**src/rtl/alu_seq_acc_if.sv**
```systemverilog
`default_nettype none
// ============================================================================
//  Module   : alu_seq_acc_if
//  Brief    : Command / sample / result signal bundle for alu_seq_acc.
//  Revision : 1.0 - initial release
// ============================================================================
interface alu_seq_acc_if #(
    parameter int WIDTH = 32
);
    logic             start;
    logic [1:0]       mode;
    logic [WIDTH-1:0] din;
    logic             din_valid;
    logic             din_ready;
    logic [WIDTH-1:0] result;
    logic             result_valid;
    logic             result_ready;
    logic             overflow;
    logic             busy;

    modport master (
        output start, mode, din, din_valid, result_ready,
        input  din_ready, result, result_valid, overflow, busy
    );

    modport slave (
        input  start, mode, din, din_valid, result_ready,
        output din_ready, result, result_valid, overflow, busy
    );
endinterface
`default_nettype wire

```
**src/rtl/alu_seq_acc.sv**
```systemverilog
`default_nettype none
// ============================================================================
//  Module   : alu_seq_acc
//  Brief    : Sequential reduction of NR_INPS samples (sum/min/max/xor).
//             Define ALU_SEQ_ACC_SAT_EN to make sum mode saturate.
//  Revision : 1.0 - initial release
// ============================================================================
module alu_seq_acc #(
    parameter int WIDTH   = 32,
    parameter int NR_INPS = 4
) (
    input  wire logic    clk,
    input  wire logic    reset_n,
    alu_seq_acc_if.slave bus
);

    localparam int            CW        = $clog2(NR_INPS + 1);
    localparam logic [CW-1:0] C_LAST    = CW'(NR_INPS - 1);
    localparam logic [1:0]    C_MODE_SUM = 2'd0;
    localparam logic [1:0]    C_MODE_MIN = 2'd1;
    localparam logic [1:0]    C_MODE_MAX = 2'd2;

    typedef enum logic [1:0] {
        IDLE  = 2'd0,
        CLEAR = 2'd1,
        ACCUM = 2'd2,
        DONE  = 2'd3
    } state_t;

    state_t           state_q, state_d;
    logic [1:0]       mode_q, mode_d;
    logic [WIDTH-1:0] acc_q, acc_d;
    logic [CW-1:0]    cnt_q, cnt_d;
    logic             ovf_q, ovf_d;
    logic             din_ready_q, din_ready_d;
    logic             result_valid_q, result_valid_d;
    logic             busy_q, busy_d;
    logic [WIDTH:0]   sum_w;

    always_comb begin
        state_d = state_q;
        mode_d  = mode_q;
        acc_d   = acc_q;
        cnt_d   = cnt_q;
        ovf_d   = ovf_q;
        sum_w   = {1'b0, acc_q} + {1'b0, bus.din};

        case (state_q)
            IDLE: begin
                if (bus.start) begin
                    state_d = CLEAR;
                    mode_d  = bus.mode;
                end
            end
            CLEAR: begin
                // min needs the identity element all-ones, the others start at zero
                acc_d   = (mode_q == C_MODE_MIN) ? {WIDTH{1'b1}} : {WIDTH{1'b0}};
                ovf_d   = 1'b0;
                cnt_d   = '0;
                state_d = ACCUM;
            end
            ACCUM: begin
                if (bus.din_valid && din_ready_q) begin
                    case (mode_q)
                        C_MODE_SUM: begin
`ifdef ALU_SEQ_ACC_SAT_EN
                            acc_d = sum_w[WIDTH] ? {WIDTH{1'b1}} : sum_w[WIDTH-1:0];
`else
                            acc_d = sum_w[WIDTH-1:0];
`endif
                            ovf_d = ovf_q | sum_w[WIDTH];
                        end
                        C_MODE_MIN: acc_d = (bus.din < acc_q) ? bus.din : acc_q;
                        C_MODE_MAX: acc_d = (bus.din > acc_q) ? bus.din : acc_q;
                        default:    acc_d = acc_q ^ bus.din;
                    endcase
                    cnt_d = cnt_q + CW'(1);
                    if (cnt_q == C_LAST) begin
                        state_d = DONE;
                    end
                end
            end
            DONE: begin
                if (bus.result_ready) begin
                    state_d = IDLE;
                end
            end
            default: state_d = IDLE;
        endcase

        // Moore outputs are registered from the next state so they align with it
        din_ready_d    = (state_d == ACCUM);
        result_valid_d = (state_d == DONE);
        busy_d         = (state_d != IDLE);
    end

    always_ff @(posedge clk or negedge reset_n) begin
        if (!reset_n) begin
            state_q        <= IDLE;
            mode_q         <= 2'd0;
            acc_q          <= '0;
            cnt_q          <= '0;
            ovf_q          <= 1'b0;
            din_ready_q    <= 1'b0;
            result_valid_q <= 1'b0;
            busy_q         <= 1'b0;
        end else begin
            state_q        <= state_d;
            mode_q         <= mode_d;
            acc_q          <= acc_d;
            cnt_q          <= cnt_d;
            ovf_q          <= ovf_d;
            din_ready_q    <= din_ready_d;
            result_valid_q <= result_valid_d;
            busy_q         <= busy_d;
        end
    end

    assign bus.din_ready    = din_ready_q;
    assign bus.result_valid = result_valid_q;
    assign bus.result       = acc_q;
    assign bus.overflow     = ovf_q;
    assign bus.busy         = busy_q;

endmodule
`default_nettype wire

```
**src/flat_wrapper.sv**
```systemverilog
// flat-port wrapper written by rule: the top's interface ports become plain ports
module alu_seq_acc_flat 
#(
    parameter int WIDTH   = 32,
    parameter int NR_INPS = 4
)
  (clk, reset_n, bus_start, bus_mode, bus_din, bus_din_valid, bus_result_ready, bus_din_ready, bus_result, bus_result_valid, bus_overflow, bus_busy);
  alu_seq_acc_if #(.WIDTH(WIDTH)) bus_i ();
  input  wire logic clk;
  input  wire logic reset_n;
  input wire logic [$bits(bus_i.start)-1:0] bus_start;
  input wire logic [$bits(bus_i.mode)-1:0] bus_mode;
  input wire logic [$bits(bus_i.din)-1:0] bus_din;
  input wire logic [$bits(bus_i.din_valid)-1:0] bus_din_valid;
  input wire logic [$bits(bus_i.result_ready)-1:0] bus_result_ready;
  output wire logic [$bits(bus_i.din_ready)-1:0] bus_din_ready;
  output wire logic [$bits(bus_i.result)-1:0] bus_result;
  output wire logic [$bits(bus_i.result_valid)-1:0] bus_result_valid;
  output wire logic [$bits(bus_i.overflow)-1:0] bus_overflow;
  output wire logic [$bits(bus_i.busy)-1:0] bus_busy;
  assign bus_i.start = bus_start;
  assign bus_i.mode = bus_mode;
  assign bus_i.din = bus_din;
  assign bus_i.din_valid = bus_din_valid;
  assign bus_i.result_ready = bus_result_ready;
  assign bus_din_ready = bus_i.din_ready;
  assign bus_result = bus_i.result;
  assign bus_result_valid = bus_i.result_valid;
  assign bus_overflow = bus_i.overflow;
  assign bus_busy = bus_i.busy;
  alu_seq_acc #(.WIDTH(WIDTH), .NR_INPS(NR_INPS)) u_core (.clk(clk), .reset_n(reset_n), .bus(bus_i));
endmodule
```
**config.mk**
```make
export PLATFORM = sky130hd
export DESIGN_NAME = alu_seq_acc_flat
export DESIGN_NICKNAME = d
export VERILOG_FILES = /design/src/rtl/alu_seq_acc_if.sv /design/src/rtl/alu_seq_acc.sv /design/src/flat_wrapper.sv
export SDC_FILE = /design/constraint.sdc
export NUM_CORES = 1
export LEC_CHECK = 0
export BUFFER_PORTS_ARGS = -buffer_cell sky130_fd_sc_hd__buf_4
export CAP_MARGIN = 20
export CORE_ASPECT_RATIO = 0.75
export CORE_MARGIN = 4
export CORE_UTILIZATION = 30
export DETAILED_ROUTE_END_ITERATION = 10
export GPL_TIMING_DRIVEN = 0
export MAX_ROUTING_LAYER = met4
export PLACE_DENSITY = 0.5
export SYNTH_ARGS = -nofsm -noshare
export SYNTH_HDL_FRONTEND = slang
export SYNTH_SLANG_ARGS = --single-unit
```
**constraint.sdc**
```tcl
create_clock -name clk -period 4.2 [get_ports clk]
set_input_delay 0.42 -clock clk [delete_from_list [all_inputs] [get_ports clk]]
set_output_delay 0.42 -clock clk [all_outputs]
set_load 0.01 [all_outputs]
```
# ---- Word-level counts from Yosys, hierarchy flattened
# Index checks and enable logic that the tools add are counted.
dict set report op_classes {
  muxes 16
  add_sub_neg 2
  magnitude_cmp 2
  reduce_logical 9
  bitwise_logic 2
  eq_ne 12
}
# operator count
set ops {}
lappend ops {{$mux 32} 4}
lappend ops {{$pmux 32 s3} 1}
lappend ops {{$pmux 32 s2} 1}
lappend ops {{$add 32x32->33} 1}
lappend ops {{$gt 32x32->1} 1}
lappend ops {{$lt 32x32->1} 1}
lappend ops {{$xor 32x32->32} 1}
lappend ops {{$eq 2x2->1 const B} 5}
lappend ops {{$mux 2} 4}
lappend ops {{$pmux 2 s4} 1}
lappend ops {{$pmux 3 s2} 1}
lappend ops {{$eq 2x1->1 const B} 2}
lappend ops {{$logic_not 2->1} 2}
lappend ops {{$reduce_and 2->1} 2}
lappend ops {{$reduce_and 4->1} 1}
lappend ops {{$reduce_bool 2->1} 2}
lappend ops {{$add 3x1->3 const B} 1}
lappend ops {{$eq 3x2->1 const B} 1}
lappend ops {{$mux 3} 1}
lappend ops {{$ne 3x2->1 const B} 1}
lappend ops {{$ne 3x3->1 const B} 1}
lappend ops {{$reduce_and 3->1} 1}
lappend ops {{$mux 1} 2}
lappend ops {{$ne 2x1->1 const B} 1}
lappend ops {{4 further kinds} 4}
dict set report word_totals {
  output_inout_bits 36
  wordCells 51
  register_bits 43
  in_bits 39
}

# ---- Depth between registers and ports, before layout
dict set report depth {
  word_depth 5
  ltp_mapped 15
  depth_no_buf 13
}

# ---- Worst setup path before layout
# No wires, ideal clock.
dict set report synth_path {
  kind {reg-to-reg}
  startpoint {reg u_core.acc_q[0], in the netlist u_core.bus.result[0]}
  endpoint {reg u_core.acc_q[30], in the netlist u_core.bus.result[30]}
  t_required_ns 4.066
  setup_slack_ns 0.799
  period_less_slack_ns 3.401
  setup_ns 0.134
  path_buffers 0
  stages_incl_launch_ff 14
  arrival_ns 3.267
  cell_sequence {dfrtp_1 ha_1 inv_1 fa_1 o21ba_1 or4_4 nand2_2 a221oi_2 o41ai_4 a311oi_2 o31a_1 o41ai_4 mux2i_1 o31ai_2}
}
dict set report synth_via {
  elab_chain_cells 4
  elab_cells_between_ends 9
  cone_classes {add/sub (1); order compare (2); eq/ne (2); mux (3); reduce/logical (1)}
}
# element line_no
set synth_lines {}
lappend synth_lines {{start: declaration} alu_seq_acc.sv:32} ;# logic [WIDTH-1:0] acc_q, acc_d;
lappend synth_lines {{start signal: assignment} alu_seq_acc.sv:101} ;# acc_q <= '0;
lappend synth_lines {{start signal: assignment} alu_seq_acc.sv:110} ;# acc_q <= acc_d;
lappend synth_lines {{$add 32x32->33} alu_seq_acc.sv:46} ;# sum_w = {1'b0, acc_q} + {1'b0, bus.din};
lappend synth_lines {{$pmux 32 s3} alu_seq_acc.sv:64} ;# case (mode_q)
lappend synth_lines {{$mux 32} alu_seq_acc.sv:63} ;# if (bus.din_valid && din_ready_q) begin
lappend synth_lines {{$pmux 32 s2} alu_seq_acc.sv:48} ;# case (state_q)
# Several ways; a longest one is shown, not always the timed one. The select of a mux whose other input is x is not followed.
# A chain may end at the register's enable or synchronous reset.

# ---- Final worst setup path
dict set report layout_path {
  startpoint {reg u_core.acc_q[1], in the netlist u_core.bus.result[1]}
  endpoint {reg u_core.acc_q[23], in the netlist u_core.bus.result[23]}
}
# Same word-level chain as after synthesis.

==> results.cfg <==
[synthesis]
synthCells = 675
syn_area_per_cell_um2 = 7.47
yosys.area.top_type_share = 0.213
syn_area_mm2 = 0.00504
ys_top_cells_by_area = dfrtp_1, ha_1, a21oi_1, inv_1, nand2_1
synth_ff_type = dfrtp_1
yosys.area.top_type = dfrtp_1
synthArstFlopShare = 1.00
yosysWarnings = 0
ys_ff_latch = 43
ys_seq_area_frac = 0.213
syn-num-nets = 785
ys_types = 62
synth-edff-count = 0

[critical_path]
reg2reg_slack_ns = 0.29
cp.required_ns = 4.39
end_kind = register
critPathKind = register to register
r2r-start = u_core.bus.result[1]$_DFFE_PN0P_
r2r-end = u_core.bus.result[23]$_DFFE_PN0P_
reg2reg_depth = 12
worst_ep_arrival_time_ns = 4.11
worstSetupStartpointType = register
cp_max_fo = 4

[pwr]
p_clk_frac = 0.103
leakagePower_nw = 2.81
intPower_mw = 2.37
peakVddDrop_uv = 312
powerDensity_mw_per_mm2 = 879
p_seq_frac = 0.153
combPwrFrac = 0.744
power.total_mw = 5.33
switchingPower_mw = 2.96
p_sw_frac = 0.555

[finish]
area_growth_pct = 20.3
layout_common_cells = a21oi_1, buf_4, inv_1, ha_1
finalInstanceArea_mm2 = 0.00607
n_antenna_cell = 0
fin_nets = 866
fin_util = 0.373
final_common_cell = a21oi_1
drive_gt1_frac = 0.140

[detailed_routing]
wirelength_um = 19400
detail_route.iter0.violations = 580
route.vias.total = 5371
wl_per_cell_um = 20.0
drc_errors = 0
ant_nets = 0
viasPerCell = 5.55
drt_pass1_iterations = 5

[sta]
fmax_mhz = 256
relSlewSlack = 0.421
slew_viol_final = 0
period_share = 0.932
finalHoldViolCount = 0
rsz0062_at_grt = no
setup_viol = 0
layout_min_cycle_time_ns = 3.91
fin_skew_ns = 0.00581
timing_worst_slew_pin_value_ns = 0.869
holdWs_ns = 0.140

[clock_network]
numCtsBuffers = 5
cts_buffer_depth = 2
cts_sinks = 43
cts.clk_slew.worst_paths_ns = 0.07
root_buffer = clkbuf_16
insertion_delay_ns = 0.31
cts_tree = yes
htreeDepth = 2

[global_routing]
antenna_found_initial = 0
grt_max_degree = 44
grt_overflow = 0
grtUsageTotal = 0.206
grt_pass1_vias = 5087
grt_pass1_wl_um = 29400

[min_path]
min_path_type = input port to async pin

[floorplan]
start_util = 0.310
die-area_mm2 = 0.0190
die_h_um = 120
fp-row-count = 40
core_area_mm2 = 0.0163
io_pins = 75
die_x_um = 158

[status]
status = finished clean

[placed_design]
portBuffers = 74
gp_congestion = 0.935
dp_hpwl_um = 14400
placed_area_mm2 = 0.00586

[flow_run]
drv_cap = 0
==> worst max path at each step <==
stage / endpoint / depth (start not counted) / slack (ns) / startpoint
after global routing: u_core.bus.result[23]$_DFFE_PN0P_ / 12 / 0.11 / u_core.bus.result[1]$_DFFE_PN0P_
after detailed placement: u_core.bus.result[21]$_DFFE_PN0P_ / 14 / -0.08 / bus_din[14]
after global placement: u_core.bus.result[21]$_DFFE_PN0P_ / 14 / -0.11 / bus_din[14]
after CTS: u_core.bus.result[26]$_DFFE_PN0P_ / 13 / 0.24 / u_core.bus.result[14]$_DFFE_PN0P_
final: u_core.bus.result[23]$_DFFE_PN0P_ / 12 / 0.29 / u_core.bus.result[1]$_DFFE_PN0P_
after floorplan: u_core.bus.result[30]$_DFFE_PN0P_ / 13 / 0.80 / u_core.bus.result[0]$_DFFE_PN0P_
==> worst max-delay path, stage by stage (launching register included) <==
cell	delay [ns]
dfrtp_1	0.43
inv_1	0.12
ha_1	0.35
nand2b_1	0.18
a221oi_1	0.41
a211oi_1	0.25
o211ai_1	0.32
nand2_1	0.16
o31ai_1	0.71
a21boi_0	0.26
mux2i_1	0.23
o22ai_1	0.10
mux2_2	0.29
==> power by group through the flow <==
stage / Sequential (mW) / Clock (mW) / Combinational, mW
3_3_place_gp: 0.814 / 0 / 3.86
2_1_floorplan: 0.853 / 0 / 2.51
4_1_cts: 0.816 / 0.559 / 3.91
5_1_grt: 0.849 / 0.570 / 4.34
6_report: 0.815 / 0.548 / 3.97
3_5_place_dp: 0.823 / 0 / 3.88
==> sequential cells by signal (all words and copies together), names as in the netlist <==
register / count
u_core.bus.busy: 1
u_core.bus.din_ready: 1
u_core.bus.overflow: 1
u_core.bus.result: 32
u_core.bus.result_valid: 1
u_core.cnt_q: 3
u_core.mode_q: 2
u_core.state_q: 2
==> repair_timing <==
item	CTS	global route
setup endpoints to repair	1	21
pin swaps	0	0
hold buffers	0	0
hold endpoints to repair	0	0
gates resized for setup	1	4
buffers inserted	0	0
==> layout make-up <==
| type | instances | area, um2 |
|---|---|---|
| Buffer | 37 | 144 |
| Clock buffer | 5 | 125 |
| Clock inverter | 3 | 67.6 |
| Fill cell | 1683 | 10200 |
| Inverter | 74 | 278 |
| Multi-Input combinational cell | 521 | 3560 |
| Sequential cell | 43 | 1080 |
| Tap cell | 210 | 263 |
| Timing Repair Buffer | 74 | 556 |
==> per-layer routing <==
layer / wire length (um) / GRT usage / vias to the layer above
li1: - / - / 2585
met1: 9550 / 0.314 / 2528
met2: 7890 / 0.279 / 244
met3: 1720 / 0.0401 / 14
met4: 228 / 0.0451 / 0
met5: 0 / - / -
==> Yosys cell counts, types with 4 or more instances <==
| cell | n |
|---|---|
| and3_1 | 4 |
| o211ai_1 | 7 |
| nand2_1 | 67 |
| a311oi_1 | 4 |
| mux2i_1 | 12 |
| inv_1 | 73 |
| a21o_1 | 8 |
| or3_1 | 5 |
| clkbuf_1 | 34 |
| o21ai_0 | 33 |
| o21bai_1 | 8 |
| nand4_1 | 6 |
| a221oi_1 | 7 |
| o31ai_1 | 16 |
| o41ai_1 | 4 |
| nand3_1 | 9 |
| a211oi_1 | 11 |
| o22ai_1 | 10 |
| nor3_1 | 13 |
| dfrtp_1 | 43 |
| ha_1 | 70 |
| nor2_1 | 67 |
| a221o_1 | 5 |
| a32oi_1 | 7 |
| nand2b_1 | 6 |
| nor4_1 | 8 |
| a21oi_1 | 79 |
| nor2b_1 | 7 |
==> logic make-up after synthesis <==
group | synth area share
fa+ha+maj | 0.178
flops | 0.213
mux | 0.0305
compound gates | 0.310
simple gates | 0.186
buf+inv | 0.0831
==> per-stage QoR <==
stage	instances	worst slack [ns]	setup TNS, ns
after floorplan	675	0.799	0
after global placement	959	-0.114	-0.805
after detailed placement	959	-0.0795	-0.434
after CTS	967	0.240	0
after global routing	967	0.112	0
final	967	0.288	0
No activity file was read; power rests on OpenSTA's default activity.
